$ cat config.mk
export PLATFORM = sky130hd
export DESIGN_NAME = tdc_packet_serializer_flat
export DESIGN_NICKNAME = d
export VERILOG_FILES = /design/src/rtl/tdc_pkt_pkg.sv /design/src/rtl/tdc_packet_serializer_if.sv /design/src/rtl/pkt_byte_sel.sv /design/src/rtl/tdc_packet_serializer.sv /design/src/flat_wrapper.sv
export SDC_FILE = /design/constraint.sdc
export NUM_CORES = 1
export LEC_CHECK = 0
export CAP_MARGIN = 20
export CORE_UTILIZATION = 48
export DETAILED_ROUTE_END_ITERATION = 8
export PLACE_DENSITY = 0.86
export SLEW_MARGIN = 20
export SYNTH_ARGS = -nofsm -noshare
export SYNTH_HDL_FRONTEND = slang
export SYNTH_HIERARCHICAL = 1
export SYNTH_SLANG_ARGS = --single-unit
$ cat constraint.sdc
create_clock -name clk -period 2.2 [get_ports clk]
set_input_delay 0.44 -clock clk [delete_from_list [all_inputs] [get_ports clk]]
set_output_delay 0.44 -clock clk [all_outputs]
set_load 0.05 [all_outputs]
$ cat src/rtl/tdc_pkt_pkg.sv
// tdc_pkt_pkg: packet constants, packet kinds and FSM encoding shared with the host decoder
package tdc_pkt_pkg;
  localparam logic [7:0] SYNC_BYTE = 8'hA5;
  localparam logic [7:0] DATA_TAG = 8'h44;
  localparam logic [7:0] LINE_TAG = 8'h4C;
  localparam logic [7:0] FRAME_TAG = 8'h46;
  localparam int DATA_PKT_LEN = 9;
  localparam int MARK_PKT_LEN = 3;
  typedef enum logic [2:0] {IDLE, POP, LATCH, SEND, GAP, WAIT} state_t;
  typedef enum logic [1:0] {PKT_DATA, PKT_LINE, PKT_FRAME} pkt_t;
  function automatic logic [7:0] pkt_tag(pkt_t k);
    return k == PKT_FRAME ? FRAME_TAG : k == PKT_LINE ? LINE_TAG : DATA_TAG;
  endfunction
  function automatic logic [3:0] last_idx(pkt_t k);
    return k == PKT_DATA ? 4'(DATA_PKT_LEN - 1) : 4'(MARK_PKT_LEN - 1);
  endfunction
endpackage

$ cat src/rtl/tdc_packet_serializer_if.sv
// tdc_packet_serializer_if: FIFO, marker request and serial_tx byte signals of the serializer
interface tdc_packet_serializer_if;
  logic [47:0] fifo_dout;
  logic fifo_empty;
  logic fifo_rd_en;
  logic new_line;
  logic new_frame;
  logic line_done;
  logic frame_done;
  logic [7:0] tx_data;
  logic new_tx_data;
  logic tx_busy;
  logic busy;
  modport master (
    input fifo_dout, fifo_empty, new_line, new_frame, tx_busy,
    output fifo_rd_en, line_done, frame_done, tx_data, new_tx_data, busy
  );
  modport slave (
    output fifo_dout, fifo_empty, new_line, new_frame, tx_busy,
    input fifo_rd_en, line_done, frame_done, tx_data, new_tx_data, busy
  );
endinterface

$ cat src/rtl/pkt_byte_sel.sv
// pkt_byte_sel: picks the outgoing byte from byte index and packet kind
module pkt_byte_sel
  import tdc_pkt_pkg::*;
(
  input  logic [3:0] idx,
  input  pkt_t       kind,
  input  logic [7:0] word_byte,
  input  logic [7:0] chk,
  output logic [7:0] tx_byte
);
  always_comb begin
    tx_byte = idx == 4'd0 ? SYNC_BYTE :
              idx == 4'd1 ? pkt_tag(kind) :
              idx == last_idx(kind) ? chk : word_byte;
  end
endmodule

$ cat src/rtl/tdc_packet_serializer.sv
// tdc_packet_serializer: frames FIFO words and line/frame markers into checksummed byte packets
module tdc_packet_serializer
  import tdc_pkt_pkg::*;
(
  input logic clk,
  input logic rst_n,
  tdc_packet_serializer_if.master bus
);
  state_t state;
  pkt_t kind;
  logic [3:0] idx;
  logic [47:0] sr;
  logic [7:0] chk;
  logic [7:0] cur;
  logic line_pend;
  logic frame_pend;
  logic last;
  pkt_byte_sel u_sel (.idx(idx), .kind(kind), .word_byte(sr[47:40]), .chk(chk), .tx_byte(cur));
  assign last = idx == last_idx(kind);
  assign bus.busy = state != IDLE || line_pend || frame_pend;
  always_ff @(posedge clk) begin
    if (!rst_n) begin
      state <= IDLE;
      kind <= PKT_DATA;
      idx <= '0;
      sr <= '0;
      chk <= '0;
      line_pend <= 1'b0;
      frame_pend <= 1'b0;
      bus.fifo_rd_en <= 1'b0;
      bus.new_tx_data <= 1'b0;
      bus.tx_data <= '0;
      bus.line_done <= 1'b0;
      bus.frame_done <= 1'b0;
    end else begin
      bus.fifo_rd_en <= 1'b0;
      bus.new_tx_data <= 1'b0;
      bus.line_done <= 1'b0;
      bus.frame_done <= 1'b0;
      line_pend <= line_pend | bus.new_line;
      frame_pend <= frame_pend | bus.new_frame;
      case (state)
        IDLE: begin
          idx <= '0;
          if (frame_pend) begin
            kind <= PKT_FRAME;
            chk <= FRAME_TAG;
            frame_pend <= bus.new_frame;
            state <= SEND;
          end else if (line_pend) begin
            kind <= PKT_LINE;
            chk <= LINE_TAG;
            line_pend <= bus.new_line;
            state <= SEND;
          end else if (!bus.fifo_empty) begin
            kind <= PKT_DATA;
            bus.fifo_rd_en <= 1'b1;
            state <= POP;
          end
        end
        POP: state <= LATCH;
        // fifo_dout is valid in this cycle, one cycle after the pop strobe
        LATCH: begin
          sr <= bus.fifo_dout;
          chk <= DATA_TAG;
          state <= SEND;
        end
        SEND: if (!bus.tx_busy) begin
          bus.tx_data <= cur;
          bus.new_tx_data <= 1'b1;
          if (idx >= 4'd2 && !last) begin
            chk <= chk ^ cur;
            sr <= sr << 8;
          end
          bus.line_done <= last && kind == PKT_LINE;
          bus.frame_done <= last && kind == PKT_FRAME;
          state <= GAP;
        end
        // serial_tx raises tx_busy one cycle after the strobe, so skip one cycle
        GAP: state <= WAIT;
        WAIT: if (!bus.tx_busy) begin
          idx <= idx + 4'd1;
          state <= last ? IDLE : SEND;
        end
        default: state <= IDLE;
      endcase
    end
  end
endmodule

$ cat src/flat_wrapper.sv
// flat-port wrapper written by rule: the top's interface ports become plain ports
module tdc_packet_serializer_flat import tdc_pkt_pkg::*;
  (clk, rst_n, bus_fifo_dout, bus_fifo_empty, bus_new_line, bus_new_frame, bus_tx_busy, bus_fifo_rd_en, bus_line_done, bus_frame_done, bus_tx_data, bus_new_tx_data, bus_busy);
  tdc_packet_serializer_if bus_i ();
  input logic clk;
  input logic rst_n;
  input wire logic [$bits(bus_i.fifo_dout)-1:0] bus_fifo_dout;
  input wire logic [$bits(bus_i.fifo_empty)-1:0] bus_fifo_empty;
  input wire logic [$bits(bus_i.new_line)-1:0] bus_new_line;
  input wire logic [$bits(bus_i.new_frame)-1:0] bus_new_frame;
  input wire logic [$bits(bus_i.tx_busy)-1:0] bus_tx_busy;
  output wire logic [$bits(bus_i.fifo_rd_en)-1:0] bus_fifo_rd_en;
  output wire logic [$bits(bus_i.line_done)-1:0] bus_line_done;
  output wire logic [$bits(bus_i.frame_done)-1:0] bus_frame_done;
  output wire logic [$bits(bus_i.tx_data)-1:0] bus_tx_data;
  output wire logic [$bits(bus_i.new_tx_data)-1:0] bus_new_tx_data;
  output wire logic [$bits(bus_i.busy)-1:0] bus_busy;
  assign bus_i.fifo_dout = bus_fifo_dout;
  assign bus_i.fifo_empty = bus_fifo_empty;
  assign bus_i.new_line = bus_new_line;
  assign bus_i.new_frame = bus_new_frame;
  assign bus_i.tx_busy = bus_tx_busy;
  assign bus_fifo_rd_en = bus_i.fifo_rd_en;
  assign bus_line_done = bus_i.line_done;
  assign bus_frame_done = bus_i.frame_done;
  assign bus_tx_data = bus_i.tx_data;
  assign bus_new_tx_data = bus_i.new_tx_data;
  assign bus_busy = bus_i.busy;
  tdc_packet_serializer u_core (.clk(clk), .rst_n(rst_n), .bus(bus_i));
endmodule
== Word level (Yosys, flattened, before mapping) ==
Index checks and enable logic that the tools add are counted.

* Register bits after elaboration: 79
* Input bits: 54
* Output and inout port bits: 13
* Logic and storage cells: 91

* Add/subtract/negate cells: 1
* Order comparisons: 1
* Equality and inequality tests: 15
* Multiplexer cells: 33
* Bitwise operators: 7
* Reduce and logical (&&, ||, !) cells: 22

{| class="wikitable"
|+ Operators by type and width
! kind !! count
|-
| 48-bit two-way mux || 2
|-
| 48-bit case mux with 2 select lines || 1
|-
| 8-bit two-way mux || 7
|-
| 8-bit case mux with 3 select lines || 1
|-
| 3-bit case mux with 6 select lines || 1
|-
| 4-bit two-way mux || 4
|-
| 3-bit two-way mux || 5
|-
| 2-bit two-way mux || 4
|-
| 4-bit case mux with 2 select lines || 1
|-
| 2-bit AND reduction || 4
|-
| 8-bit bitwise XOR || 1
|-
| 1-bit two-way mux || 7
|-
| 3-bit by 2-bit equality test with 1-bit output (second input constant) || 2
|-
| 3-bit equality test (second input constant) || 2
|-
| 3-bit by 1-bit inequality test with 1-bit output (second input constant) || 2
|-
| 3-bit AND reduction || 2
|-
| 3-bit nonzero test || 2
|-
| 4-bit by 1-bit adder with 4-bit output (second input constant) || 1
|-
| 4-bit by 1-bit equality test with 1-bit output (second input constant) || 1
|-
| 4-bit equality test || 1
|-
| 4-bit by 2-bit >= comparator with 1-bit output (second input constant) || 1
|-
| 4-bit zero test || 1
|-
| 2-bit inequality test (second input constant) || 2
|-
| 4-bit by 2-bit inequality test with 1-bit output (second input constant) || 1
|-
| other kinds (15) || 23
|}

== Logic depth before layout (Yosys ltp) ==
Gate-level depths: netlist (run 1).

* Depth in word-level cells: 10
* Mapped depth: 8
* Gate-level depth less buffers: 8

== Modules after synthesis ==
The synthesis (run 1) kept the hierarchy.

{| class="wikitable"
|+ By module, submodules not included
! module !! instances !! cells each !! area an instance (um^2) !! sequential area each (um^2)
|-
| tdc_packet_serializer || 1 || 386 || 3686.0 || 1581.5
|-
| pkt_byte_sel || 1 || 32 || 205.2 || 0.0
|}

== Worst setup path before layout (run 1) ==
No wires, ideal clock.

* Path kind: register to register
* Start: reg u_core.idx[3]
* End: reg u_core.chk[6]
* Library setup time: 0.120 ns
* Data arrival time: 2.074 ns
* Data required time: 2.080 ns
* Path slack: 0.007 ns
* Cell stages (with the launch flop): 8
* Buffers on the path: 0
* Period minus slack after synthesis: 2.193 ns
* Cells stage by stage: dfxtp_1 -> or4b_4 -> o21ai_2 -> a21oi_2 -> a221oi_1 -> inv_1 -> o31a_1 -> o31a_1

* Cells in the longest elaborated chain, start to end: 8

{| class="wikitable"
|+ Ends and longest elaborated chain
! element !! RTL line !! RTL
|-
| from (decl) || tdc_packet_serializer.sv:11 || <nowiki>logic [3:0] idx;</nowiki>
|-
| from (signal assigned) || tdc_packet_serializer.sv:82 || <nowiki>idx <= idx + 4'd1;</nowiki>
|-
| 4-bit equality test || pkt_byte_sel.sv:14 || <nowiki>idx == last_idx(kind) ? chk : word_byte;</nowiki>
|-
| 8-bit two-way mux || pkt_byte_sel.sv:14 ||
|-
| 8-bit two-way mux || pkt_byte_sel.sv:13 || <nowiki>idx == 4'd1 ? pkt_tag(kind) :</nowiki>
|-
| 8-bit two-way mux (*) || pkt_byte_sel.sv:12 || <nowiki>tx_byte = idx == 4'd0 ? SYNC_BYTE :</nowiki>
|-
| net u_core.cur[6] || tdc_packet_serializer.sv:14 || <nowiki>logic [7:0] cur;</nowiki>
|-
| 8-bit bitwise XOR (*) || tdc_packet_serializer.sv:72 || <nowiki>chk <= chk ^ cur;</nowiki>
|-
| 8-bit two-way mux (*) || tdc_packet_serializer.sv:71 || <nowiki>if (idx >= 4'd2 && !last) begin</nowiki>
|-
| 8-bit two-way mux (*) || tdc_packet_serializer.sv:68 || <nowiki>SEND: if (!bus.tx_busy) begin</nowiki>
|-
| 8-bit case mux with 3 select lines (*) || tdc_packet_serializer.sv:42 || <nowiki>case (state)</nowiki>
|-
| to (signal assigned) || tdc_packet_serializer.sv:72 ||
|-
| to (decl) || tdc_packet_serializer.sv:13 || <nowiki>logic [7:0] chk;</nowiki>
|}

The timed path passes the listed nets; every way through them passes the cells marked *. The select of a mux whose other input is x is not followed.
A chain may end at the register's enable or synchronous reset.

== Worst setup path in the final report (run 1) ==
* Start: reg u_core.idx[3]
* End: reg u_core.chk[0]

Same word-level chain as after synthesis.

==> results of run 1 <==
## final cells by class
type,count,area (um2)
repair buffers,88,860
fillers,623,2790
flip-flops and latches,79,1580
multi-input cells,297,2140
inverters,11,41.3
clock buffers,11,141
well taps,102,128
clock inverters,5,81.3
## logic make-up (layout without fill, tap and decap cells)
family,after synthesis,after routing,synth area share (%)
and+or+nand+nor,137,137,16.7
AOI/OAI and AO/OA,116,116,26.1
DFF,79,79,40.6
buffers and inverters,42,115,5.18
muxes,40,40,10.3
adders and majority gates,2,2,0.643
xor gates and xnor gates,2,2,0.450
## registers in the layout, indices dropped and copies added (netlist names)
name and flops:
u_core/line_pend 1, u_core/frame_pend 1, u_core/bus.new_tx_data 1, u_core/bus.frame_done 1, u_core/bus.tx_data 8, u_core/chk 8, u_core/bus.fifo_rd_en 1, u_core/bus.line_done 1
u_core/sr 48, u_core/idx 4, u_core/state 3, u_core/kind 2
## worst max path at each step
stage                          endpoint  cells after the start            from  slack (ns)
final                     u_core/chk[0]                      7   u_core/idx[3]        0.07
after global routing      u_core/sr[40]                      6  u_core/kind[0]      -0.005
after CTS                 u_core/chk[6]                      7  u_core/kind[0]        0.03
after detailed placement  u_core/sr[15]                      5     bus_tx_busy        0.03
after global placement    u_core/chk[2]                      7     bus_tx_busy        0.06
after floorplan           u_core/chk[6]                      7   u_core/idx[3]       0.007
## stage by stage
step	hold WS [ns]	setup WS [ns]	cell area [um2]	std cells
detailed placement	0.459	0.0317	4720	577
CTS	0.470	0.0290	4940	593
floorplan	0.463	0.00653	3890	418
global placement	0.449	0.0603	4720	577
finish	0.465	0.0665	4980	593
global route	0.497	-0.00514	4980	593
## routing by layer
layer  wire (um)  vias up  track usage, %
met1        4080     1684            28.5
met2        5000      131            43.2
met4         212        0            8.46
li1            -     1694               -
met3         483       19            6.14
met5           0        -               0
## cells in the final DEF (no fill, tap or decap), types with 3 or more instances in the layout
cell type,count
a21boi_0,10
a21oi_1,6
a221o_1,3
a31oi_1,3
a32o_1,8
and2_1,4
buf_12,3
buf_4,19
clkbuf_8,10
clkdlybuf4s50_1,64
dfxtp_1,77
inv_1,11
mux2i_1,40
nand2_1,75
nand2b_1,6
nand3_1,4
nor2_1,12
nor2b_1,6
nor3_1,3
nor3b_1,4
nor4_1,3
o211ai_1,6
o21ai_0,16
o21ai_1,3
o221a_2,40
o31a_1,4
or4_1,4
## worst register-to-register path, cell delays in order (launching register included)
cell and delay (ns):
dfxtp_1 0.32, buf_4 0.17, or3_2 0.54, nor2_2 0.22, a221o_1 0.20, nand2_1 0.10
or4_1 0.44, nand2_1 0.09
## report_power, final
| part | switching [uW] | total, uW | internal (uW) |
|---|---|---|---|
| Clock | 529 | 1200 | 671 |
| Combinational | 518 | 995 | 476 |
| Sequential | 120 | 1720 | 1600 |
| Total | 1170 | 3920 | 2750 |
## what timing repair did
action	CTS	global route
setup endpoints to repair	0	6
buffers inserted	0	0
gates resized for setup	0	9
==> reports/results.md, run 1 <==
| Group | Parameter | This run |
|---|---|---|
| hold path | Instance count along the most critical hold path | 2 |
| yosys | Dominant cells by area after synthesis | dfxtp_1 41%, o221a_2 12%, mux2i_1 10% |
| detailed routing | DRT antenna net count | 0 |
| detailed routing | Wirelength per Cell | 16.5 um |
| global routing | Antenna violations before repair | 0 |
| detailed routing | Drt pass-1 iters | 6 |
| hold path | Class of the tightest hold or removal check | reg2reg |
| clock tree | Total of hold buffers inserted after clock tree synthesis | 0 |
| detailed routing | Vias per inst | 5.95 |
| critical path | Critical path cell sequence | buf_4, or3_2, nor2_2, a221o_1, nand2_1, or4_1, nand2_1 |
| status | Result of the run | finished, final reports clean |
| sta | Hold Fails Final Rpt | 0 |
| flow run | # Max-Cap Violations | 0 |
| critical path | Biggest fanout along the worst timing path | 9 |
| placed design | Number of port buffers | 66 |
| critical path | Slowest stage cell, crit path | or3_2 |
| floorplanning | Floorplan die width | 92.0 um |
| floorplanning | Row cnt | 32 |
| yosys | Warnings from Yosys | 6 |
| clock tree | Clock edge transition at the registers on the reported setup and hold paths | 0.08 ns |
| power | Worst vdd rail ir drop | 0.413 mV |
| critical path | Worst R2R Path Depth | 7 |
| placed design | Global placer's final weighted congestion | 0.865 |
| yosys | Number of instances in the synthesized netlist | 418 |
| floorplanning | Core area | 7770 um2 |
| layout | Area added between synthesis and finish | 27.9% |
| power | Power per cell area | 787 nW/um2 |
| sta | Final setup TNS | 0 ns |
| critical path | Endpoint of the worst-slack reg-to-reg timing path | u_core/chk[0] |
| clock tree | Total clock buffers created by CTS | 9 |
| clock tree | Worst skew pair latency | 0.35 ns |
| critical path | Cell repeated most along the worst path | nand2_1 |
| critical path | Startpoint kind of the worst setup timing path | register |
| hold path | Hold Path End | u_core/bus.tx_data[2] |
| global routing | Maximum number of pins on one net before global-route repair | 77 |
| critical path | Delay of the slowest cell on the worst path | 0.54 ns |
| yosys | EDFF count, synth | 0 |
| detailed routing | Post-detailed-route DRC marker count | 0 |
| detailed routing | Iter 0 DRT Violations | 203 |
| detailed routing | Sum of routed wire length over all layers | 9780 um |
| yosys | Most used flip-flop cell after synthesis | dfxtp_1 |
| yosys | Share of synthesized registers carrying an async set or reset | 0% |
| yosys | Most frequent cell after synthesis | dfxtp_1 |
| yosys | Yosys top cell area share | 40.6% |
| yosys | Distinct cell type count after synthesis | 51 |
| global routing | Overall overflow remaining after global route | 0 |
| yosys | Mean Syn Cell Area | 9.31 um2 |
| global routing | Global-route usage over all layers | 24.4% |
| sta | Final critical delay including setup and external delays | 2.13 ns |
| critical path | Type of the worst setup path | reg2reg |
| placed design | HPWL after DPL | 6670 um |
| clock tree | Number of buffers between clock root and the deepest sink | 2 |
| sta | Worst Max-Slew Pin Slew | 0.506 ns |
| power | Overall power consumption | 3920 uW |
| sta | Final setup fails | 0 |
| clock tree | CTS H-Tree Depth | 3 |
| sta | Worst slew margin relative to its limit | 66.2% |
| power | Leak | 0.00191 uW |
| sta | RSZ-0062 raised after global routing | yes |
| clock tree | Clock sinks | 79 |
| sta | Slew Limit Fails | 0 |
| critical path | Signal arrival time at the worst endpoint | 2.42 ns |
| critical path | CP Data Required Time | 2.49 ns |
| detailed routing | Total via count after detailed routing | 3528 |
| sta | Final Skew | 0.00881 ns |
| clock tree | Clock tree from TritonCTS | yes |
| yosys | Fraction of the yosys area taken by sequential cells | 40.6% |
| floorplanning | Area of the die | 8470 um2 |
| critical path | Beginning of the worst register-to-register path | u_core/idx[3] |
| yosys | Post-synth design cell area | 3890 um2 |
| yosys | Most area-hungry cell type in the Yosys netlist | dfxtp_1 |
| layout | Share of the core filled with cells | 64.1% |
| critical path | Crit path max-delay family | simple AND/OR/NAND/NOR gates |
| layout | Final layout net count | 542 |
| yosys | Post-synthesis sequential element count | 79 |
| global routing | Global-route wire length before repair | 16400 um |
| hold path | Hold Path Origin | u_core/bus.tx_data[2] |
| global routing | Via count of the first global-routing pass | 3539 |
| critical path | Flop-to-flop setup slack | 0.07 ns |
| clock tree | Clock tree root buffer cell | clkbuf_8 |
| floorplanning | Die height | 92.0 um |
| yosys | Top cells by count, synth | 79 x dfxtp_1, 75 x nand2_1, 40 x mux2i_1, 40 x o221a_2, 18 x o21ai_0 |
| floorplanning | Initial cell density of the core | 50.1% |
| layout | Antenna diode count | 0 |
| yosys | Synth Net Count | 474 |
| critical path | Critical path capture point type | register |
| layout | Proportion of layout cells with a drive suffix above 1 | 20.2% |
| sta | Period Utilization, post-route | 97.0% |
| sta | Maximum clock frequency | 0.469 GHz |
| critical path | Buf+Inv Stages, Crit Path | 1 |
| floorplanning | I/O pin cnt | 67 |
Power figures use the tool's default switching activity.
==> run 2, diff against run 1 <==
==> constraint.sdc (replaced) <==
create_clock -name clk -period 2.2 [get_ports clk]
set_input_delay 0.44 -clock clk [delete_from_list [all_inputs] [get_ports clk]]
set_output_delay 0.44 -clock clk [all_outputs]
set_load 0.005 [all_outputs]
==> run 2 against run 1 <==
Register-to-register slack is essentially flat; combinational power is 5.2% lower; first-iteration DRC count fell by 9.9%; maximum frequency about the same; critical path depth stayed put; clock skew about the same; sequential power barely moved; critical endpoint is now u_core/chk[7]; largest cell class unchanged; largest power group unchanged.
==> reports/results.md, run 2 (synthesis gave the netlist of run 1 again) <==
| Group | Parameter | This run | vs previous |
|---|---|---|---|
| status | Result of the run | finished, final reports clean |  |
| critical path | Delay of the slowest cell on the worst path | 0.53 ns | about the same |
| floorplanning | I/O pin cnt | 67 | unchanged |
| global routing | Global-route usage over all layers | 24.4% | +0.027 points |
| floorplanning | Row cnt | 32 | unchanged |
| power | Part of the total power dissipated in combinational logic | 24.3% | -1.1 points |
| placed design | HPWL after DPL | 6680 um | about the same |
| sta | Final setup TNS | 0 ns | unchanged |
| power | Leak | 0.00190 uW | -0.65% |
| global routing | Via count of the first global-routing pass | 3596 | +1.6% |
| detailed routing | Iter 0 DRT Violations | 183 | -9.9% |
| sta | Final Skew | 0.00906 ns | +0.000252 ns |
| critical path | Worst setup startpoint | u_core/idx[3] |  |
| sta | Final critical delay including setup and external delays | 2.13 ns | +0.000475 ns |
| power | Power per cell area | 783 nW/um2 | -0.50% |
| layout | Filler Cell Count | 627 | +0.64% |
| layout | Biggest registers after layout | u_core/sr: 48 flops, u_core/bus.tx_data: 8 flops, u_core/chk: 8 flops |  |
| flow run | # Max-Cap Violations | 0 | unchanged |
| critical path | Biggest fanout along the worst timing path | 9 | unchanged |
| placed design | Global placer's final weighted congestion | 0.880 | +1.8% |
| floorplanning | Core area | 7770 um2 | unchanged |
| global routing | Maximum number of pins on one net before global-route repair | 50 | -35% |
| critical path | Critical path capture point type | register |  |
| detailed routing | Post-detailed-route DRC marker count | 0 | unchanged |
| detailed routing | Sum of routed wire length over all layers | 9760 um | -0.11% |
| floorplanning | Area of the die | 8470 um2 | unchanged |
| sta | Slew Limit Fails | 0 | unchanged |
| floorplanning | Floorplan die width | 92.0 um | unchanged |
| floorplanning | Initial cell density of the core | 50.1% | unchanged |
| clock tree | Number of buffers inserted to repair setup after CTS | 0 | unchanged |
| clock tree | Total clock buffers created by CTS | 9 | unchanged |
| critical path | Slowest stage cell, crit path | or3_2 |  |
| sta | Period Utilization, post-route | 97.0% | about the same |
| critical path | Signal arrival time at the worst endpoint | 2.43 ns | about the same |
| layout | Register with the most flip-flops | u_core/sr |  |
| critical path | Cell repeated most along the worst path | nand2_1 |  |
| critical path | Beginning of the worst register-to-register path | u_core/idx[3] |  |
| power | Sequential share of power | 44.6% | +0.6 points |
| sta | Worst slew margin relative to its limit | 67.2% | +0.98 points |
| clock tree | Clock tree from TritonCTS | yes |  |
| sta | Maximum clock frequency | 0.469 GHz | about the same |
| detailed routing | Drt pass-1 iters | 4 | -2 |
| detailed routing | DRT antenna net count | 0 | unchanged |
| power | Int Pwr | 2740 uW | -0.30% |
| detailed routing | Total via count after detailed routing | 3505 | -0.65% |
| clock tree | Clock tree root buffer cell | clkbuf_8 |  |
| critical path | Type of the worst setup path | reg2reg |  |
| hold path | Hold Path Origin | rst_n |  |
| sta | Hold Fails Final Rpt | 0 | unchanged |
| critical path | CP Data Required Time | 2.49 ns | about the same |
| detailed routing | Vias per inst | 5.91 | -0.65% |
| power | Overall power consumption | 3870 uW | -1.1% |
| clock tree | Number of buffers between clock root and the deepest sink | 2 | unchanged |
| layout | Final layout net count | 542 | unchanged |
| clock tree | CTS H-Tree Depth | 3 | unchanged |
| hold path | Class of the tightest hold or removal check | in2reg |  |
| layout | Commonest non-fill, non-tap cells in the layout | 76 x dfxtp_1, 75 x nand2_1, 65 x clkdlybuf4s50_1, 40 x mux2i_1, 40 x o221a_2 |  |
| detailed routing | Wirelength per Cell | 16.5 um | -0.11% |
| power | Sw Ratio | 29.3% | -0.55 points |
| clock tree | Clock edge transition at the registers on the reported setup and hold paths | 0.08 ns | about the same |
| global routing | Overall overflow remaining after global route | 0 | unchanged |
| sta | Final setup fails | 0 | unchanged |
| floorplanning | Die height | 92.0 um | unchanged |
| placed design | Number of port buffers | 66 | unchanged |
| power | Switching power summed over all nets | 1130 uW | -2.9% |
| clock tree | Clock sinks | 79 | unchanged |
| sta | RSZ-0062 raised after global routing | no |  |
| layout | Flip-flop count of the largest register, all copies and words added | 48 | unchanged |
| critical path | Startpoint kind of the worst setup timing path | register |  |
| sta | Worst Max-Slew Pin Slew | 0.493 ns | -0.0131 ns |
| power | Share of total power in the clock network | 31.0% | +0.4 points |
| layout | Commonest non-fill, non-tap cell in the layout | dfxtp_1 |  |
| layout | Area added between synthesis and finish | 27.2% |  |
| clock tree | Worst skew pair latency | 0.35 ns | about the same |
| global routing | Global-route wire length before repair | 16600 um | +1.2% |
| power | Worst vdd rail ir drop | 0.404 mV | -2.2% |
| layout | Antenna diode count | 0 | unchanged |
| global routing | Antenna violations before repair | 0 | unchanged |
| clock tree | Total of hold buffers inserted after clock tree synthesis | 0 | unchanged |
| critical path | Critical path cell sequence | buf_4, or3_2, nor2_1, a221o_1, nand2_1, or4_1, nand2_1 |  |
| layout | Proportion of layout cells with a drive suffix above 1 | 20.0% | -0.20 points |
| clock tree | Number of resized instances in the post-cts repair step | 1 | +1 |
[run 2: per-stage QoR]
step                area (um2)  worst slack (ns)  util [%]  hold WS (ns)  instances
detailed placement        4700           0.00781      60.5         0.459        577
global placement          4700            0.0610      60.5         0.450        577
floorplan                 3890           0.00653         -         0.460        418
CTS                       4920            0.0150      63.4         0.422        593
finish                    4950            0.0660      63.7         0.441        593
global route              4950           0.00351      63.7         0.441        593
[run 2: final timing paths]
kind / end / slack (ns) / depth (start not counted)
worst max-delay path: u_core/chk[7] / 0.07 / 7
worst max register to register: u_core/chk[7] / 0.07 / 7
worst min-delay path: u_core/line_pend / 0.44 / 2
worst min register to register: u_core/bus.tx_data[3] / 0.46 / 2
[run 2: layout make-up]
class | instances | area [um2] | share of cell area (%)
clock buffers | 11 | 141 | 2.86
clock inverters | 5 | 81.3 | 1.64
inverters | 11 | 41.3 | 0.834
multi-input cells | 297 | 2130 | 43.1
flip-flops and latches | 79 | 1590 | 32.0
well taps | 102 | 128 | 2.58
repair buffers | 88 | 837 | 16.9
[run 2: power groups by stage]
stage	Clock, uW	Sequential [uW]	Combinational [uW]
finish	1200	1730	943
detailed placement	0	1760	928
CTS	1230	1720	937
global route	1290	1750	1030
floorplan	0	1700	678
global placement	0	1750	902
[run 2: per-layer routing]
metal / track usage [%] / up-vias / part of all wire [%]
met5: 0 / - / 0
met4: 9.51 / 0 / 2.1
met3: 6.22 / 20 / 5.5
met2: 42.5 / 118 / 50
met1: 28.7 / 1678 / 42
li1: - / 1689 / -
[run 2: critical path, delay by kind of cell, from the launching register on]
family          cells  cell delay [ns]
flops               1             0.32
compound gates      1             0.19
simple gates        5             1.39
buf+inv             1             0.17
==> run 3, diff against run 2 <==
--- a/config.mk
+++ b/config.mk
@@ -12,5 +12,4 @@
 export SLEW_MARGIN = 20
 export SYNTH_ARGS = -nofsm -noshare
 export SYNTH_HDL_FRONTEND = slang
-export SYNTH_HIERARCHICAL = 1
 export SYNTH_SLANG_ARGS = --single-unit
==> run 3 against run 2 <==
Global-route usage decreased by 0.46 points; critical endpoint is now bus_busy; largest cell class unchanged; first-iteration DRC count grew 97%; die area increased by 2.8%; power down 8.2%; count of clock-buffer cells in the layout is 1 lower; synthesized cell count increased by 18%; setup slack improved by 0.027 ns; clock power decreased by 9%; cell count grew 12%; register-to-register slack improved by 0.05 ns; sequential cell count unchanged.
==> reports/results.md, run 3 <==
| Group | Parameter | This run | vs previous |
|---|---|---|---|
| critical path | Beginning of the worst register-to-register path | u_core.idx[0] |  |
| sta | Final-layout worst hold slack | 0.458 ns | +0.0167 ns |
| critical path | Endpoint of the worst-slack reg-to-reg timing path | u_core.chk[6] |  |
| critical path | Worst setup startpoint | u_core.state[1] |  |
| critical path | Biggest fanout along the worst timing path | 8 | -1 |
| sta | Final setup fails | 0 | unchanged |
| power | Switching power summed over all nets | 1070 uW | -5.6% |
| critical path | Cell repeated most along the worst path | or3_1 |  |
| layout | Proportion of layout cells with a drive suffix above 1 | 11.7% | -8.2 points |
| global routing | Overall overflow remaining after global route | 0 | unchanged |
| floorplanning | Die height | 93.3 um | +1.4% |
| clock tree | Clock tree from TritonCTS | yes |  |
| yosys | Dominant cells by area after synthesis | dfxtp_1 40%, nand2_1 10%, a311oi_1 8.5% |  |
| yosys | Post-synthesis sequential element count | 79 | unchanged |
| yosys | EDFF count, synth | 0 | unchanged |
| critical path | Flop-to-flop setup slack | 0.12 ns | +0.05 ns |
| yosys | Most used flip-flop cell after synthesis | dfxtp_1 |  |
| sta | Worst Max-Slew Pin Slew | 0.531 ns | +0.0387 ns |
| detailed routing | Total via count after detailed routing | 3926 | +12% |
| layout | Flip-flop count of the largest register, all copies and words added | 48 | unchanged |
| clock tree | Clock tree root buffer cell | clkbuf_8 |  |
| global routing | Maximum number of pins on one net before global-route repair | 49 | -2.0% |
| placed design | Global placer's final weighted congestion | 0.880 | about the same |
| power | Leak | 0.00182 uW | -3.9% |
| detailed routing | Wirelength per Cell | 15.4 um | -6.5% |
| critical path | Slowest stage cell, crit path | dfxtp_2 |  |
| detailed routing | Vias per inst | 5.90 | -0.12% |
| critical path | Buf+Inv Stages, Crit Path | 1 | unchanged |
| floorplanning | Initial cell density of the core | 50.8% | +0.66 points |
| power | Power per cell area | 707 nW/um2 | -9.7% |
| sta | Final critical delay including setup and external delays | 2.11 ns | -0.0267 ns |
| critical path | Critical path capture point type | primary output |  |
| global routing | Global-route usage over all layers | 24.0% | -0.46 points |
| detailed routing | Post-detailed-route DRC marker count | 0 | unchanged |
| clock tree | Number of buffers inserted to repair setup after CTS | 0 | unchanged |
| clock tree | Worst skew pair latency | 0.35 ns | about the same |
| yosys | Fraction of the yosys area taken by sequential cells | 39.5% | -1.1 points |
| layout | Register with the most flip-flops | u_core.sr |  |
| layout | Filler Cell Count | 680 | +8.5% |
| critical path | Critical path depth | 3 | -4 |
| clock tree | Number of buffers between clock root and the deepest sink | 2 | unchanged |
| yosys | Yosys top cell area share | 39.5% | -1.1 points |
| layout | Commonest non-fill, non-tap cell in the layout | nand2_1 |  |
| power | Part of the total power dissipated in combinational logic | 22.1% | -2.2 points |
| detailed routing | Drt pass-1 iters | 5 | +1 |
| hold path | Instance count along the most critical hold path | 2 | unchanged |
| yosys | Synthesized-area fraction occupied by ao, oa, aoi and oai cells | 24.1% | -2.0 points |
| critical path | Worst R2R Path Depth | 6 | -1 |
| critical path | Type of the worst setup path | reg2out |  |
| layout | Biggest registers after layout | u_core.sr: 48 flops, u_core.bus.tx_data: 8 flops, u_core.chk: 8 flops |  |
| power | Sw Ratio | 30.1% | +0.84 points |
| sta | Slew Limit Fails | 0 | unchanged |
| layout | Area added between synthesis and finish | 25.6% |  |
| floorplanning | Core area | 7890 um2 | +1.5% |
| critical path | Signal arrival time at the worst endpoint | 1.67 ns | -0.76 ns |
| critical path | Crit path max-delay family | simple AND/OR/NAND/NOR gates |  |
| yosys | Synthesized-area fraction occupied by xor and xnor cells | 0.437% | -0.013 points |
| global routing | Antenna violations before repair | 0 | unchanged |
| yosys | Most frequent cell after synthesis | nand2_1 |  |
| sta | Final Skew | 0.0107 ns | +0.00161 ns |
| global routing | Via count of the first global-routing pass | 3538 | -1.6% |
| sta | RSZ-0062 raised after global routing | yes |  |
| sta | Hold Fails Final Rpt | 0 | unchanged |
| clock tree | CTS H-Tree Depth | 3 | unchanged |
| detailed routing | Iter 0 DRT Violations | 360 | +97% |
| clock tree | Clock edge transition at the registers on the reported setup and hold paths | 0.08 ns | about the same |
| yosys | Top cells by count, synth | 107 x nand2_1, 79 x dfxtp_1, 45 x nor3_1 |  |
| global routing | Global-route wire length before repair | 16400 um | -1.1% |
| power | Share of total power in the clock network | 30.6% | -0.4 points |
| detailed routing | DRT antenna net count | 0 | unchanged |
| layout | Final layout net count | 616 | +14% |
| power | Int Pwr | 2480 uW | -9.3% |
| critical path | CP Data Required Time | 1.76 ns | -0.73 ns |
| detailed routing | Sum of routed wire length over all layers | 10200 um | +4.9% |
| sta | Final setup TNS | 0 ns | unchanged |
| power | Worst vdd rail ir drop | 0.345 mV | -14% |
| yosys | Synth Net Count | 552 | +16% |
| layout | Commonest non-fill, non-tap cells in the layout | 107 x nand2_1, 78 x dfxtp_1, 65 x clkdlybuf4s50_1, 45 x nor3_1, 38 x a311oi_1 |  |
| yosys | Main combinational cell family by area after synthesis | simple AND/OR/NAND/NOR gates |  |
| layout | Antenna diode count | 0 | unchanged |
| floorplanning | Area of the die | 8710 um2 | +2.8% |
| yosys | Adder and majority gate portion of the synthesized area | 1.25% | +0.61 points |
| floorplanning | Floorplan die width | 93.3 um | +1.4% |
| clock tree | Total clock buffers created by CTS | 9 | unchanged |
| critical path | Termination of the worst setup path | bus_busy |  |
| floorplanning | I/O pin cnt | 67 | unchanged |
| power | Sequential share of power | 47.3% | +2.7 points |
| sta | Worst slew margin relative to its limit | 64.3% | -2.8 points |
| critical path | Delay of the slowest cell on the worst path | 0.37 ns | -0.16 ns |
| yosys | Share of synthesized area spent on multiplexers | 1.53% | -8.8 points |
| yosys | Number of instances in the synthesized netlist | 494 | +18% |
| flow run | # Max-Cap Violations | 0 | unchanged |
| floorplanning | Row cnt | 32 | unchanged |
| placed design | HPWL after DPL | 7190 um | +7.6% |
| yosys | Most area-hungry cell type in the Yosys netlist | dfxtp_1 |  |
| yosys | Share of synthesized registers carrying an async set or reset | 0% | unchanged |
| yosys | Warnings from Yosys | 0 | -6 |
| critical path | Startpoint kind of the worst setup timing path | register |  |
| hold path | Class of the tightest hold or removal check | reg2reg |  |
| status | Result of the run | finished, final reports clean |  |
| yosys | Mean Syn Cell Area | 8.10 um2 | -13% |
| placed design | Number of port buffers | 66 | unchanged |
| sta | Maximum clock frequency | 0.475 GHz | +1.3% |
| yosys | Post-synth design cell area | 4000 um2 | +2.9% |
| critical path | Critical path cell sequence | or3_1, or3_1, dlygate4sd2_1 |  |
| yosys | Distinct cell type count after synthesis | 65 | +27% |
| yosys | Post-synthesis share of cell area spent on and, or, nand and nor gates | 27.0% | +10 points |
| sta | Period Utilization, post-route | 95.8% | -1.2 points |
| clock tree | Clock sinks | 79 | unchanged |
run 3: cells by family after synthesis:
group | count (synthesis)
AO/OA/AOI/OAI | 124
flip-flops | 79
buffers and inverters | 50
adder cells (fa/ha/maj) | 4
AND/OR/NAND/NOR | 229
multiplexers | 6
XOR/XNOR | 2
run 3: worst min path at each step:
| stage | endpoint | slack [ns] | start |
|---|---|---|---|
| floorplan | u_core.chk[0] | 0.44 | u_core.chk[0] |
| finish | u_core.bus.tx_data[2] | 0.46 | u_core.bus.tx_data[2] |
| CTS | u_core.bus.tx_data[2] | 0.46 | u_core.bus.tx_data[2] |
| detailed placement | u_core.bus.tx_data[2] | 0.45 | u_core.bus.tx_data[2] |
| global route | u_core.bus.tx_data[2] | 0.48 | u_core.bus.tx_data[2] |
| global placement | u_core.bus.tx_data[2] | 0.45 | u_core.bus.tx_data[2] |
run 3: through the flow:
| stage | power [uW] | cells | instance area, um2 | utilization (%) | worst slack, ns |
|---|---|---|---|---|---|
| 3_5_place_dp | 2480 | 649 | 4810 | 61.0 | 0.0425 |
| 2_1_floorplan | 2220 | 494 | 4000 | - | 0.213 |
| 5_1_grt | 3730 | 665 | 5030 | 63.8 | 0.00138 |
| 6_report | 3560 | 665 | 5030 | 63.8 | 0.0927 |
| 3_3_place_gp | 2450 | 649 | 4810 | 61.0 | 0.148 |
| 4_1_cts | 3550 | 665 | 5010 | 63.5 | 0.00291 |
run 3: area by class of cell:
cell class / instances / area [um2] / area share (%)
inverters: 10 / 37.5 / 0.746
flip-flops and latches: 79 / 1580 / 31.5
clock inverters: 6 / 70.1 / 1.39
repair buffers: 93 / 887 / 17.6
well taps: 102 / 128 / 2.54
multi-input cells: 365 / 2200 / 43.7
clock buffers: 10 / 128 / 2.54
run 3: metal layers:
| metal | wire, um | global-route usage, % | up-vias |
|---|---|---|---|
| met1 | 4480 | 31.7 | 1840 |
| met3 | 563 | 3.50 | 21 |
| met4 | 248 | 11.0 | 0 |
| met2 | 4950 | 38.6 | 145 |
| met5 | 0 | 0 | - |
| li1 | - | - | 1920 |
run 3: what timing repair did:
item                                    CTS  global route
hold endpoints to repair                  0             0
resized for setup                         2             4
endpoints found under the setup margin    1            41
hold buffers                              0             0
run 3: power by group through the flow:
stage | Clock [uW] | Combinational [uW] | Sequential (uW)
after floorplan | 0 | 540 | 1680
after global placement | 0 | 749 | 1700
after detailed placement | 0 | 772 | 1710
after CTS | 1100 | 775 | 1680
after global routing | 1160 | 869 | 1700
final | 1090 | 787 | 1680
run 3: worst min-delay path: stages (launching register included):
cell	delay, ns
dfxtp_1	0.32
nand2_1	0.05
a21oi_1	0.05
